`src/rtl/scan_chain_driver.sv`:
```
// Driving end of a single scan chain: loads stimulus MSB-first, unloads the previous
// response on the same shifts, and compares it against the expected vector.
module scan_chain_driver #(
  parameter int CHAIN_LEN = 14,
  parameter int CNT_W     = 4,
  parameter int PCNT_W    = 16
) (
  input  logic                 CK,
  input  logic                 RN,
  input  logic                 pat_valid,
  output logic                 pat_ready,
  input  logic [CHAIN_LEN-1:0] pat_in,
  input  logic [CHAIN_LEN-1:0] exp_in,
  input  logic                 clr,
  input  logic                 test_so,
  output logic                 test_si,
  output logic                 test_se,
  output logic                 resp_valid,
  output logic [CHAIN_LEN-1:0] resp_out,
  output logic                 mismatch,
  output logic                 fail,
  output logic [PCNT_W-1:0]    pat_cnt,
  output logic                 busy
);

  typedef enum logic [1:0] {IDLE, SHIFT, CAPTURE, FLUSH} state_t;

  state_t               r_state, w_state_next;
  logic [CNT_W-1:0]     r_cnt;
  // Pattern MSB goes straight to the test_si register on accept, so only N-1 bits are held.
  logic [CHAIN_LEN-2:0] r_sh;
  logic [CHAIN_LEN-1:0] r_exp_nxt, r_exp_cur, r_resp_out;
  logic                 r_have_prev, r_test_si, r_test_se;
  logic                 r_resp_valid, r_mismatch, r_fail;
  logic [PCNT_W-1:0]    r_pat_cnt;

  logic                 w_accept, w_shifting, w_last, w_cmp, w_mis;
  logic                 w_si_next, w_se_next;
  logic [CHAIN_LEN-1:0] w_sh_shift;

  assign pat_ready  = (r_state == IDLE) || (r_state == CAPTURE);
  assign busy       = (r_state != IDLE);
  assign test_si    = r_test_si;
  assign test_se    = r_test_se;
  assign resp_valid = r_resp_valid;
  assign resp_out   = r_resp_out;
  assign mismatch   = r_mismatch;
  assign fail       = r_fail;
  assign pat_cnt    = r_pat_cnt;

  always_comb begin
    w_state_next = r_state;
    w_accept     = pat_valid && pat_ready;
    w_shifting   = (r_state == SHIFT) || (r_state == FLUSH);
    w_last       = (r_cnt == CNT_W'(CHAIN_LEN - 1));
    w_sh_shift   = {r_sh, test_so};
    w_cmp        = w_shifting && w_last && r_have_prev;
    w_mis        = |(w_sh_shift ^ r_exp_cur);
    case (r_state)
      IDLE:    if (w_accept) w_state_next = SHIFT;
      SHIFT:   if (w_last) w_state_next = CAPTURE;
      CAPTURE: w_state_next = w_accept ? SHIFT : FLUSH;
      FLUSH:   if (w_last) w_state_next = IDLE;
      default: w_state_next = IDLE;
    endcase
    w_se_next = (w_state_next == SHIFT) || (w_state_next == FLUSH);
    w_si_next = 1'b0;
    if (w_state_next == SHIFT)
      w_si_next = w_accept ? pat_in[CHAIN_LEN-1] : w_sh_shift[CHAIN_LEN-1];
  end

  always_ff @(posedge CK) begin
    if (!RN) begin
      r_state      <= IDLE;
      r_cnt        <= '0;
      r_sh         <= '0;
      r_exp_nxt    <= '0;
      r_exp_cur    <= '0;
      r_have_prev  <= 1'b0;
      r_test_si    <= 1'b0;
      r_test_se    <= 1'b0;
      r_resp_valid <= 1'b0;
      r_resp_out   <= '0;
      r_mismatch   <= 1'b0;
      r_fail       <= 1'b0;
      r_pat_cnt    <= '0;
    end else begin
      r_state   <= w_state_next;
      r_test_si <= w_si_next;
      r_test_se <= w_se_next;

      if (w_accept) begin
        r_sh      <= pat_in[CHAIN_LEN-2:0];
        r_exp_nxt <= exp_in;
        r_cnt     <= '0;
      end else if (w_shifting) begin
        r_sh  <= w_sh_shift[CHAIN_LEN-2:0];
        r_cnt <= w_last ? '0 : r_cnt + CNT_W'(1);
      end

      // The expected vector for the pattern just loaded becomes current when its shift ends.
      if (w_shifting && w_last)
        r_exp_cur <= r_exp_nxt;

      if (r_state == CAPTURE)
        r_have_prev <= 1'b1;
      else if ((r_state == FLUSH) && w_last)
        r_have_prev <= 1'b0;

      r_resp_valid <= w_cmp;
      r_mismatch   <= w_cmp && w_mis;
      if (w_cmp)
        r_resp_out <= w_sh_shift;

      // A mismatch on the clearing edge survives the clear.
      if (clr) begin
        r_fail    <= w_cmp && w_mis;
        r_pat_cnt <= w_cmp ? PCNT_W'(1) : '0;
      end else begin
        r_fail <= r_fail || (w_cmp && w_mis);
        if (w_cmp && (r_pat_cnt != '1))
          r_pat_cnt <= r_pat_cnt + PCNT_W'(1);
      end
    end
  end

endmodule

```
`config.mk`:
```
export PLATFORM = sky130hd
export DESIGN_NAME = scan_chain_driver
export DESIGN_NICKNAME = d
export VERILOG_FILES = /design/src/rtl/scan_chain_driver.sv
export SDC_FILE = /design/constraint.sdc
export NUM_CORES = 1
export LEC_CHECK = 0
export BUFFER_PORTS_ARGS = -buffer_cell sky130_fd_sc_hd__buf_2
export CORE_MARGIN = 2
export CORE_UTILIZATION = 34
export CTS_CLUSTER_SIZE = 20
export DETAILED_ROUTE_END_ITERATION = 8
export GPL_ROUTABILITY_DRIVEN = 1
export PLACE_DENSITY = 0.62
export SYNTH_ARGS = -nofsm -noshare
export SYNTH_HDL_FRONTEND = slang
export SYNTH_SLANG_ARGS = --single-unit
```
`constraint.sdc`:
```
create_clock -name CK -period 4.14 [get_ports CK]
set_input_delay 0.621 -clock CK [delete_from_list [all_inputs] [get_ports CK]]
set_output_delay 0.621 -clock CK [all_outputs]
set_load 0.02 [all_outputs]
```
Word level (Yosys, flattened, before mapping)
Index checks and enable logic that the tools add are counted.
{"block": "totals", "mem_count": 0, "out_inout_bits": 37, "elab_cells": 57, "input_bits": 33, "regBits": 83, "latchBits": 0, "ram_bits": 0, "rom_bits": 0}
{"block": "op_classes", "n_lt_le_gt_ge": 0, "reduce_logical": 18, "bitwise_logic": 2, "muxes": 15, "eq_ne": 7, "div_mod_pow": 0, "n_addsub": 2, "shift": 0, "multipliers": 0}
{"cell": "$mux W16", "n": 2}
{"cell": "$mux W13", "n": 2}
{"cell": "$add A16 B1 Y16 const B", "n": 1}
{"cell": "$ne A16 B16 Y1 const B", "n": 1}
{"cell": "$reduce_or A14 Y1", "n": 1}
{"cell": "$xor A14 B14 Y14", "n": 1}
{"cell": "$mux W2", "n": 4}
{"cell": "$pmux W2 S4", "n": 1}
{"cell": "$reduce_bool A2 Y1", "n": 4}
{"cell": "$eq A2 B2 Y1 const B", "n": 3}
{"cell": "$logic_and A1 B1 Y1", "n": 6}
{"cell": "$mux W1", "n": 5}
{"cell": "$add A4 B1 Y4 const B", "n": 1}
{"cell": "$eq A2 B1 Y1 const B", "n": 2}
{"cell": "$eq A4 B4 Y1 const B", "n": 1}
{"cell": "$logic_or A1 B1 Y1", "n": 4}
{"cell": "$mux W4", "n": 1}
{"cell": "$logic_not A2 Y1", "n": 1}
{"cell": "$reduce_and A2 Y1", "n": 1}
{"cell": "$reduce_or A2 Y1", "n": 1}
{"cell": "$not A1 Y1", "n": 1}

Logic depth before layout (Yosys ltp)
Gate-level depths: netlist of the first run.
{"block": "depth", "ltp_word": 7, "depth_mapped": 7, "depth_no_buf": 6}

Worst setup path after synthesis of the first run
Ideal clock, no wire load.
{"block": "synth_timing", "path_type": "reg2out", "start": "reg r_state[0]", "end": "out pat_ready", "setup_slack_ps": 2235, "stages_incl_launch_ff": 5, "path_buffers": 3, "t_arrival_ps": 1284, "path_cell_list": "dfxtp_1 -> buf_4 -> inv_1 -> clkbuf_1 -> clkbuf_1"}
{"block": "synth_between", "elab_chain_cells": 2, "elab_cells_between_ends": 3, "cone_classes": "eq/ne (1); reduce/logical (2)"}
{"item": "from (decl)", "line_no": "28", "text": "state_t r_state, w_state_next;"}
{"item": "from (signal assigned)", "line_no": "88", "text": "r_state <= w_state_next;"}
{"item": "$eq A2 B2 Y1 or $logic_not A2 Y1 (tied branches)", "line_no": "41", "text": "assign pat_ready = (r_state == IDLE) || (r_state == CAPTURE);"}
{"item": "$logic_or A1 B1 Y1 *", "line_no": "41"}
{"item": "to (decl)", "line_no": "11", "text": "output logic pat_ready,"}
Mark *: on every way between the ends. The rest lies on a longest branch, timed or not.

Final worst setup path of the first run
Same ends and word-level chain as after synthesis.

==> flow_summary.yaml, run 1 <==
outcome:
  status: "finished, final reports clean"
placed_design:
  dpl.cell_count: 582
  hpwl_um: 5670
  gp_congestion: 0.796
  portBuffers: 69
sta:
  min_period_ns: 2.04
  rsz0062_at_grt: "false"
  slew_headroom_pct: 36.4
  final.period_utilization_pct: 49.3
  fin_worst_skew_ns: 0.0117
  finalHoldViolCount: 0
  fin_tns_setup_ns: 0
  hold_ws_ns: 0.463
  finalSetupViolCount: 0
  drv_slew: 0
  fmax_mhz: 490
  tightest_slew_ns: 0.953
floorplan:
  pin_count: 70
  core_mm2: 0.0102
  die_w_um: 106
  row_count: 37
  die_y_um: 106
  start_util_pct: 34.6
  die_area_mm2: 0.0113
synthesis:
  ys.flop_type: "dfxtp_1"
  synth-async-reset-ratio_pct: 0
  synth.distinct_cells: 48
  yosysMostFrequentCell: "nand2_1"
  ys_seq_elements: 82
  yosysTopAreaCellShare_pct: 46.3
  synth_largest_area_cell: "dfxtp_1"
  ys_seq_area_share_pct: 46.3
  synthTopCellsByArea: "dfxtp_1, nand2_1, a21boi_0"
  synth_cells: 397
  netlist_area_mm2: 0.00354
  avgSynthCellArea_um2: 8.92
  synth_warnings: 0
  synth_commonest_cells: "nand2_1, dfxtp_1, a21boi_0, clkbuf_1, mux2i_1"
  syn-num-nets: 431
  synth_edf_count: 0
routing:
  drt-total-wl_um: 7720
  drcViolationCount: 0
  ant_nets: 0
  vias_per_cell: 4.83
  wl_per_cell_um: 12.9
  drt_pre_antenna_iters: 4
  via_count: 2887
  drt_iter0_drc: 93
cts:
  cts.path.max_buffers: 2
  cts_root_buffer: "clkbuf_8"
  cts_setup_buffers: 0
  clkTransAtPathRegs_ns: 0.08
  cts_tree: "done"
  htreeDepth: 3
  clk_latency_ns: 0.35
  numCtsBuffers: 9
  hold_buffers: 0
  post_cts_resized: 0
  cts.sink_count: 82
worst_setup_path:
  cp-start-kind: "register"
  end_kind: "output port"
  ff2ff_path_depth: 5
  critPathMaxFanout: 28
  endpoint: "pat_ready"
  cp_top_family: "flip-flops"
  worstPathArrival_ns: 1.42
  worst-r2r-setup-slack_ns: 2.30
  cp_num_buf_inv: 3
  path_depth: 3
  slowest_stage: "dfxtp_1"
  crit_start: "r_state[0]"
  r2r-start: "r_state[0]"
  cp_cell_sequence: "inv_1, buf_4, buf_2"
  critPathMaxStageDelay_ns: 0.55
  critical_path_class: "register to output port"
  required_ns: 3.52
  timing.rr.end: "pat_cnt[15]"
finish:
  antenna_cells: 0
  syn2layout_area_growth_pct: 17.3
  final_nets: 491
  fin_util_pct: 40.6
  stdcell_count: 598
  final_layout_size_suffix_gt1_share_pct: 20.8
  nFillCells: 1062
power_and_ir_drop:
  p_switching_w: 0.000380
  cellPowerDensity_mw_per_mm2: 357
  p_int_w: 0.00110
  netSwitchingFraction_pct: 25.6
  p_leak_nw: 1.75
  report.power.total_w: 0.00148
  combPwrFrac_pct: 7.4
  p_clk_share_pct: 36.4
  irDropWorstVdd_mv: 0.186
  p_seq_share_pct: 56.2
global_routing:
  antenna_found_initial: 0
  grt_pass1_wl_um: 13200
  grt_pass1_vias: 2761
  overflow: 0
  track_usage_pct: 14.5
  grt_max_degree: 65
worst_hold_path:
  hold_start: "fail"
  hold_path.class: "register to register"
flow_run:
  cap_violations: 0
-- worst min-delay path by stage --
stage	to	slack, ns	depth (start not counted)
floorplan	r_exp_cur[0]	0.44	2
global placement	fail	0.44	1
detailed placement	fail	0.44	1
CTS	fail	0.46	1
global route	fail	0.49	1
finish	fail	0.46	1
-- through the flow --
stage	instance area [um^2]	setup WS (ns)
after floorplan	3540	2.23
after global placement	3970	1.87
after detailed placement	3970	1.86
after CTS	4150	2.07
after global routing	4150	1.91
final	4150	2.10
-- state kept, by name (all words and copies together), names as in the netlist --
name,cells
pat_cnt,16
r_exp_cur,14
r_exp_nxt,14
resp_out,14
r_sh,13
r_cnt,4
r_state,2
fail,1
mismatch,1
r_have_prev,1
resp_valid,1
test_si,1
-- layer usage --
metal	up-vias	track usage [%]	part of all wire, %
met2	52	24.4	48
li1	1486	-	-
met4	0	3.38	1.0
met1	1343	18.7	48
met3	6	3.86	3.3
met5	-	0	0
-- cell type report --
type | instances | area [um^2] | area share (%)
multi-input cells | 291 | 1790 | 43.0
flip-flops and latches | 82 | 1640 | 39.5
repair buffers | 71 | 360 | 8.67
well taps | 136 | 170 | 4.10
clock buffers | 10 | 138 | 3.31
clock inverters | 6 | 51.3 | 1.23
inverters | 2 | 7.51 | 0.181
-- placed cells by master, fill, tap and decap left out, types with 3 or more instances in the layout --
master    synthesis  final
nand2_1         110    110
dfxtp_1          82     82
buf_2             4     69
a21boi_0         44     44
mux2i_1          14     14
o211a_1          13     13
nor2_1           11     11
xnor2_1          11     11
nand3_1          10     10
xor2_1           10     10
clkbuf_8          0     10
o21ai_0           9      9
a21oi_1           6      6
and3_1            4      4
nor2b_1           4      4
or3_1             4      4
clkinv_4          0      4
and4_1            3      3
nand4_1           3      3
nor3_1            3      3
-- logic make-up after synthesis --
logic type,share of synthesized area [%]
flip-flops,46.3
AO/OA/AOI/OAI,18.6
AND/OR/NAND/NOR,22.3
buffers and inverters,3.25
adder cells (fa/ha/maj),0.353
XOR/XNOR,5.19
multiplexers,3.96
-- power by group through the flow --
stage | clock, W | sequential, W | combinational (W)
2_1_floorplan | 0 | 0.000844 | 0.0000792
3_5_place_dp | 0 | 0.000852 | 0.000111
5_1_grt | 0.000597 | 0.000838 | 0.000124
4_1_cts | 0.000563 | 0.000833 | 0.000111
6_report | 0.000540 | 0.000833 | 0.000109
3_3_place_gp | 0 | 0.000851 | 0.000108
No activity file was read; power rests on OpenSTA's default activity.
==> run 2: changes to the inputs <==
--- a/config.mk
+++ b/config.mk
@@ -5,13 +5,14 @@
 export SDC_FILE = /design/constraint.sdc
 export NUM_CORES = 1
 export LEC_CHECK = 0
+export ABC_AREA = 1
 export BUFFER_PORTS_ARGS = -buffer_cell sky130_fd_sc_hd__buf_2
 export CORE_MARGIN = 2
 export CORE_UTILIZATION = 34
 export CTS_CLUSTER_SIZE = 20
 export DETAILED_ROUTE_END_ITERATION = 8
 export GPL_ROUTABILITY_DRIVEN = 1
-export PLACE_DENSITY = 0.62
+export PLACE_DENSITY = 0.61
 export SYNTH_ARGS = -nofsm -noshare
 export SYNTH_HDL_FRONTEND = slang
 export SYNTH_SLANG_ARGS = --single-unit
==> constraint.sdc (replaced) <==
create_clock -name CK -period 2.04 [get_ports CK]
set_input_delay 0.306 -clock CK [delete_from_list [all_inputs] [get_ports CK]]
set_output_delay 0.306 -clock CK [all_outputs]
set_load 0.02 [all_outputs]
==> run 2 against run 1 <==
  * Sequential cell count did not move
  * Clock skew barely moved
  * Count of clock-buffer cells in the layout did not move
  * Cell count rose by 21%
  * Non-clock buffer count rose by 8
  * Register-to-register slack got worse by 2.0 ns
  * Via count rose by 17%
  * Final area rose by 4.3%
  * Sequential power rose by 100%
  * Critical endpoint is now pat_cnt[11]
  * Largest power group unchanged
==> flow_summary.yaml, run 2 <==
finish:
  antenna_cells: 0
  final_cell_mix: "nand2_1, nor2_1, dfxtp_1, buf_2, inv_1"
  regArea_mm2: 0.00164
  final_nets: 619
  stdcell_area_mm2: 0.00433
  stdcell_count: 725
  multi_input_area_mm2: 0.00165
  syn2layout_area_growth_pct: 18.8
  mostFrequentLayoutCell: "nand2_1"
  largest_reg_flops: 16
  final_layout_size_suffix_gt1_share_pct: 18.3
  nFillCells: 1117
sta:
  finalSetupViolCount: 0
  fin_tns_setup_ns: 0
  fmax_mhz: 574
  drv_slew: 0
  rsz0062_at_grt: "false"
  finalHoldViolCount: 0
  fin_worst_skew_ns: 0.0112
  tightest_slew_ns: 0.516
  slew_headroom_pct: 65.6
  final.period_utilization_pct: 85.4
  min_period_ns: 1.74
cts:
  hold_buffers: 0
  clk_latency_ns: 0.34
  cts_tree: "done"
  htreeDepth: 3
  numCtsBuffers: 9
  cts_root_buffer: "clkbuf_8"
  cts.sink_count: 82
  cts.path.max_buffers: 2
  post_cts_resized: 0
  clkTransAtPathRegs_ns: 0.08
  cts_setup_buffers: 0
synthesis:
  ys_seq_elements: 82
  synth_edf_count: 0
  ys_seq_area_share_pct: 45.0
  synth_top_family_by_area: "simple AND/OR/NAND/NOR gates"
  synth_largest_area_cell: "dfxtp_1"
  synth_cells: 517
  synth_simple_gate_area_share_pct: 26.9
  synth.distinct_cells: 28
  avgSynthCellArea_um2: 7.05
  synth_compound_area_share_pct: 14.6
  synth_commonest_cells: "nand2_1, nor2_1, dfxtp_1, inv_1, o21ai_0"
  synthTopCellsByArea: "dfxtp_1, nand2_1, nor2_1"
  syn-num-nets: 551
  synth-async-reset-ratio_pct: 0
  synth_warnings: 0
  netlist_area_mm2: 0.00365
  ys.flop_type: "dfxtp_1"
  yosysTopAreaCellShare_pct: 45.0
  synth_xor_area_share_pct: 3.36
  synth.area.mux_share_pct: 0
  yosys.area_share.adder_pct: 0.343
  yosysMostFrequentCell: "nand2_1"
worst_setup_path:
  cp-start-kind: "register"
  slowest_stage: "dfxtp_1"
  critPathMaxFanout: 7
  cp_num_buf_inv: 1
  critical_path_class: "register to register"
  worstPathArrival_ns: 2.02
  cp_top_family: "simple AND/OR/NAND/NOR gates"
  critPathMaxStageDelay_ns: 0.41
  cp_cell_sequence: "ha_1, nand2_2, nor2_4, nand2_2, o21ai_2, nand2_1, nand2_1, inv_1, nor2_1"
  end_kind: "register"
  required_ns: 2.31
routing:
  drcViolationCount: 0
  vias_per_cell: 4.67
  ant_nets: 0
  drt_iter0_drc: 192
  drt-total-wl_um: 9050
  drt_pre_antenna_iters: 4
  wl_per_cell_um: 12.5
  via_count: 3389
global_routing:
  grt_pass1_vias: 3140
  grt_max_degree: 59
  track_usage_pct: 16.4
  grt_pass1_wl_um: 15000
  antenna_found_initial: 0
  overflow: 0
placed_design:
  gp_congestion: 0.905
  dpl.cell_count: 710
  portBuffers: 69
  place_area_mm2: 0.00414
  hpwl_um: 6610
power_and_ir_drop:
  p_seq_share_pct: 53.9
  netSwitchingFraction_pct: 24.8
  p_int_w: 0.00234
  combPwrFrac_pct: 8.9
  p_leak_nw: 2.04
  p_switching_w: 0.000771
  irDropWorstVdd_mv: 0.346
  cellPowerDensity_mw_per_mm2: 718
  p_clk_share_pct: 37.2
outcome:
  status: "finished, final reports clean"
floorplan:
  row_count: 37
  die_y_um: 108
  die_area_mm2: 0.0116
  die_w_um: 108
  pin_count: 70
  start_util_pct: 35.2
  core_mm2: 0.0104
worst_hold_path:
  hold_path.class: "primary input to register"
flow_run:
  cap_violations: 0
-- run 2: changes by cell type after synthesis, moves of 6 or more --
| cell | delta |
|---|---|
| o211a_1 | -13 |
| clkbuf_1 | -8 |
| o21ai_0 | +37 |
| xnor2_1 | -7 |
| o221ai_1 | +12 |
| a21oi_1 | +25 |
| nand3_1 | +15 |
| inv_1 | +62 |
| nor2_1 | +78 |
| a21boi_0 | -44 |
| mux2i_1 | -14 |
| buf_2 | +6 |
-- run 2: worst paths after layout --
path | startpoint | to | slack, ns | cells past startpoint
max | pat_cnt[0] | pat_cnt[11] | 0.30 | 9
min | pat_in[13] | test_si | 0.21 | 3
max reg2reg | pat_cnt[0] | pat_cnt[11] | 0.30 | 9
min reg2reg | fail | fail | 0.46 | 2
-- run 2: power groups by stage --
stage	registers, W	logic (W)	clock network [W]
CTS	0.00167	0.000280	0.00119
finish	0.00167	0.000277	0.00116
global placement	0.00171	0.000275	0
floorplan	0.00171	0.000179	0
global route	0.00168	0.000317	0.00127
detailed placement	0.00171	0.000280	0
-- run 2: cells by family after synthesis --
family                   Yosys count
adder cells (fa/ha/maj)            1
buffers and inverters             88
AO/OA/AOI/OAI                     94
AND/OR/NAND/NOR                  238
XOR/XNOR                          14
flip-flops                        82
-- run 2: cell type report --
type	count	share of cell area [%]
Sequential cell	82	37.9
Inverter	66	5.72
Clock inverter	5	1.27
Tap cell	136	3.93
Clock buffer	10	3.18
Timing Repair Buffer	79	9.99
Multi-Input combinational cell	347	38.0
-- run 2: metal layers --
| metal | global-route usage, % | vias up | share of wire (%) |
|---|---|---|---|
| met5 | 0 | - | 0 |
| met4 | 3.75 | 0 | 0.78 |
| met3 | 4.48 | 6 | 5.0 |
| met2 | 27.5 | 73 | 47 |
| met1 | 21.0 | 1543 | 47 |
| li1 | - | 1767 | - |
-- run 2: metrics by stage --
stage	util [%]	hold WS [ns]	worst slack (ns)	total power [W]
6_report	41.8	0.207	0.297	0.00311
5_1_grt	41.8	0.183	0.0979	0.00326
4_1_cts	41.8	0.187	0.298	0.00315
3_5_place_dp	39.9	0.447	0.327	0.00199
3_3_place_gp	39.9	0.447	0.401	0.00199
2_1_floorplan	-	0.440	0.429	0.00189
-- run 2: worst reg2reg max path: stages (launching register included) --
cell and delay [ns]:
dfxtp_1 0.41, ha_1 0.23, nand2_2 0.09, nor2_4 0.14
nand2_2 0.10, o21ai_2 0.28, nand2_1 0.19, nand2_1 0.13
inv_1 0.05, nor2_1 0.07
==> run 3: changes to the inputs <==
--- a/config.mk
+++ b/config.mk
@@ -5,14 +5,13 @@
 export SDC_FILE = /design/constraint.sdc
 export NUM_CORES = 1
 export LEC_CHECK = 0
-export ABC_AREA = 1
 export BUFFER_PORTS_ARGS = -buffer_cell sky130_fd_sc_hd__buf_2
 export CORE_MARGIN = 2
 export CORE_UTILIZATION = 34
 export CTS_CLUSTER_SIZE = 20
 export DETAILED_ROUTE_END_ITERATION = 8
 export GPL_ROUTABILITY_DRIVEN = 1
-export PLACE_DENSITY = 0.61
+export PLACE_DENSITY = 0.62
 export SYNTH_ARGS = -nofsm -noshare
 export SYNTH_HDL_FRONTEND = slang
 export SYNTH_SLANG_ARGS = --single-unit
==> run 3 against run 2 <==
  * Count of clock-buffer cells in the layout unchanged
  * Largest cell class unchanged
  * Sequential power is essentially flat
  * Worst setup slack lost 0.0096 ns
  * Clock skew rose by 0.0051 ns
  * Final area fell by 2.4%
==> flow_summary.yaml, run 3 (synthesis gave the netlist of run 1 again) <==
outcome:
  status: "finished, final reports clean"
power_and_ir_drop:
  p_seq_share_pct: 52.7
  p_int_w: 0.00247
  cellPowerDensity_mw_per_mm2: 760
  combPwrFrac_pct: 7.1
  p_switching_w: 0.000743
  irDropWorstVdd_mv: 0.393
  p_leak_nw: 1.80
  p_clk_share_pct: 40.3
  netSwitchingFraction_pct: 23.1
floorplan:
  core_mm2: 0.0102
  pin_count: 70
  row_count: 37
  die_y_um: 106
  die_w_um: 106
  start_util_pct: 34.6
  die_area_mm2: 0.0113
cts:
  cts_root_buffer: "clkbuf_8"
  cts.sink_count: 82
  post_cts_resized: 0
  clkTransAtPathRegs_ns: 0.09
  htreeDepth: 3
  cts_tree: "done"
  cts_setup_buffers: 0
  hold_buffers: 0
  numCtsBuffers: 9
  clk_latency_ns: 0.36
  cts.path.max_buffers: 2
sta:
  hold_ws_ns: 0.196
  drv_slew: 0
  min_period_ns: 1.75
  fin_tns_setup_ns: 0
  finalSetupViolCount: 0
  final.period_utilization_pct: 85.9
  rsz0062_at_grt: "false"
  tightest_slew_ns: 0.517
  slew_headroom_pct: 65.3
  fin_worst_skew_ns: 0.0163
  finalHoldViolCount: 0
  fmax_mhz: 571
worst_setup_path:
  cp_num_buf_inv: 0
  worstPathArrival_ns: 2.01
  cp_cell_sequence: "nand4_4, or3_4, o211ai_4, nor4_1, o21a_1"
  cp-start-kind: "register"
  critPathMaxFanout: 9
  slowest_stage: "dfxtp_1"
  end_kind: "register"
  critical_path_class: "register to register"
  cp_top_family: "simple AND/OR/NAND/NOR gates"
  required_ns: 2.30
  critPathMaxStageDelay_ns: 0.47
routing:
  drt_iter0_drc: 164
  via_count: 2892
  drcViolationCount: 0
  ant_nets: 0
  wl_per_cell_um: 13.1
  drt-total-wl_um: 7890
  vias_per_cell: 4.80
  drt_pre_antenna_iters: 4
global_routing:
  top_usage_layer: "met2"
  gr-usage-met2_pct: 22.7
  track_usage_pct: 14.7
  use_met1_pct: 20.0
  antenna_found_initial: 0
  grt_pass1_vias: 2705
  grt_pass1_wl_um: 13300
  grt_max_degree: 61
  overflow: 0
  grtUsageMet3_pct: 3.86
placed_design:
  hpwl_um: 5750
  portBuffers: 69
  gp_congestion: 0.831
finish:
  largest_reg_flops: 16
  final_cell_mix: "nand2_1, dfxtp_1, buf_2, a21boi_0, mux2i_1"
  mostFrequentLayoutCell: "nand2_1"
  antenna_cells: 0
  fin_util_pct: 41.3
  syn2layout_area_growth_pct: 19.3
  final_nets: 497
  final_layout_size_suffix_gt1_share_pct: 21.6
worst_hold_path:
  hold_path.class: "primary input to register"
flow_run:
  cap_violations: 0
## run 3: area by class of cell
type | instances | area (um^2)
Fill cell | 1049 | 6000
Multi-Input combinational cell | 291 | 1790
Sequential cell | 82 | 1640
Timing Repair Buffer | 77 | 405
Tap cell | 136 | 170
Clock buffer | 10 | 138
Clock inverter | 5 | 78.8
Inverter | 2 | 7.51
## run 3: final timing paths
path                                  from            to  slack (ns)  depth (start not counted)
worst max-delay path            pat_cnt[7]   pat_cnt[13]        0.29                          5
worst min-delay path             exp_in[8]  r_exp_nxt[8]        0.20                          3
worst max register to register  pat_cnt[7]   pat_cnt[13]        0.29                          5
worst min register to register        fail          fail        0.45                          1
## run 3: routing by layer
metal / routed length [um] / part of all wire [%]
met1: 3940 / 50
met2: 3510 / 44
met3: 355 / 4.5
met4: 82 / 1.0
met5: 0 / 0
## run 3: power groups by stage
stage	Sequential [W]	Combinational, W	Clock [W]
after global routing	0.00170	0.000256	0.00140
after CTS	0.00169	0.000232	0.00133
final	0.00169	0.000228	0.00129
after global placement	0.00173	0.000227	0
after floorplan	0.00171	0.000161	0
after detailed placement	0.00173	0.000231	0
## run 3: per-stage QoR
step                cells  worst slack [ns]  power, W  cell area [um^2]
detailed placement    588             0.308   0.00196              4010
global placement      588             0.386   0.00195              4010
floorplan             397             0.309   0.00187              3540
finish                603             0.287   0.00321              4230
global route          603             0.135   0.00336              4230
CTS                   603             0.303   0.00325              4230
## run 3: worst reg2reg max path: stages (launching register included)
cell and delay [ns]:
dfxtp_1 0.47, nand4_4 0.17, or3_4 0.47, o211ai_4 0.29
nor4_1 0.10, o21a_1 0.18
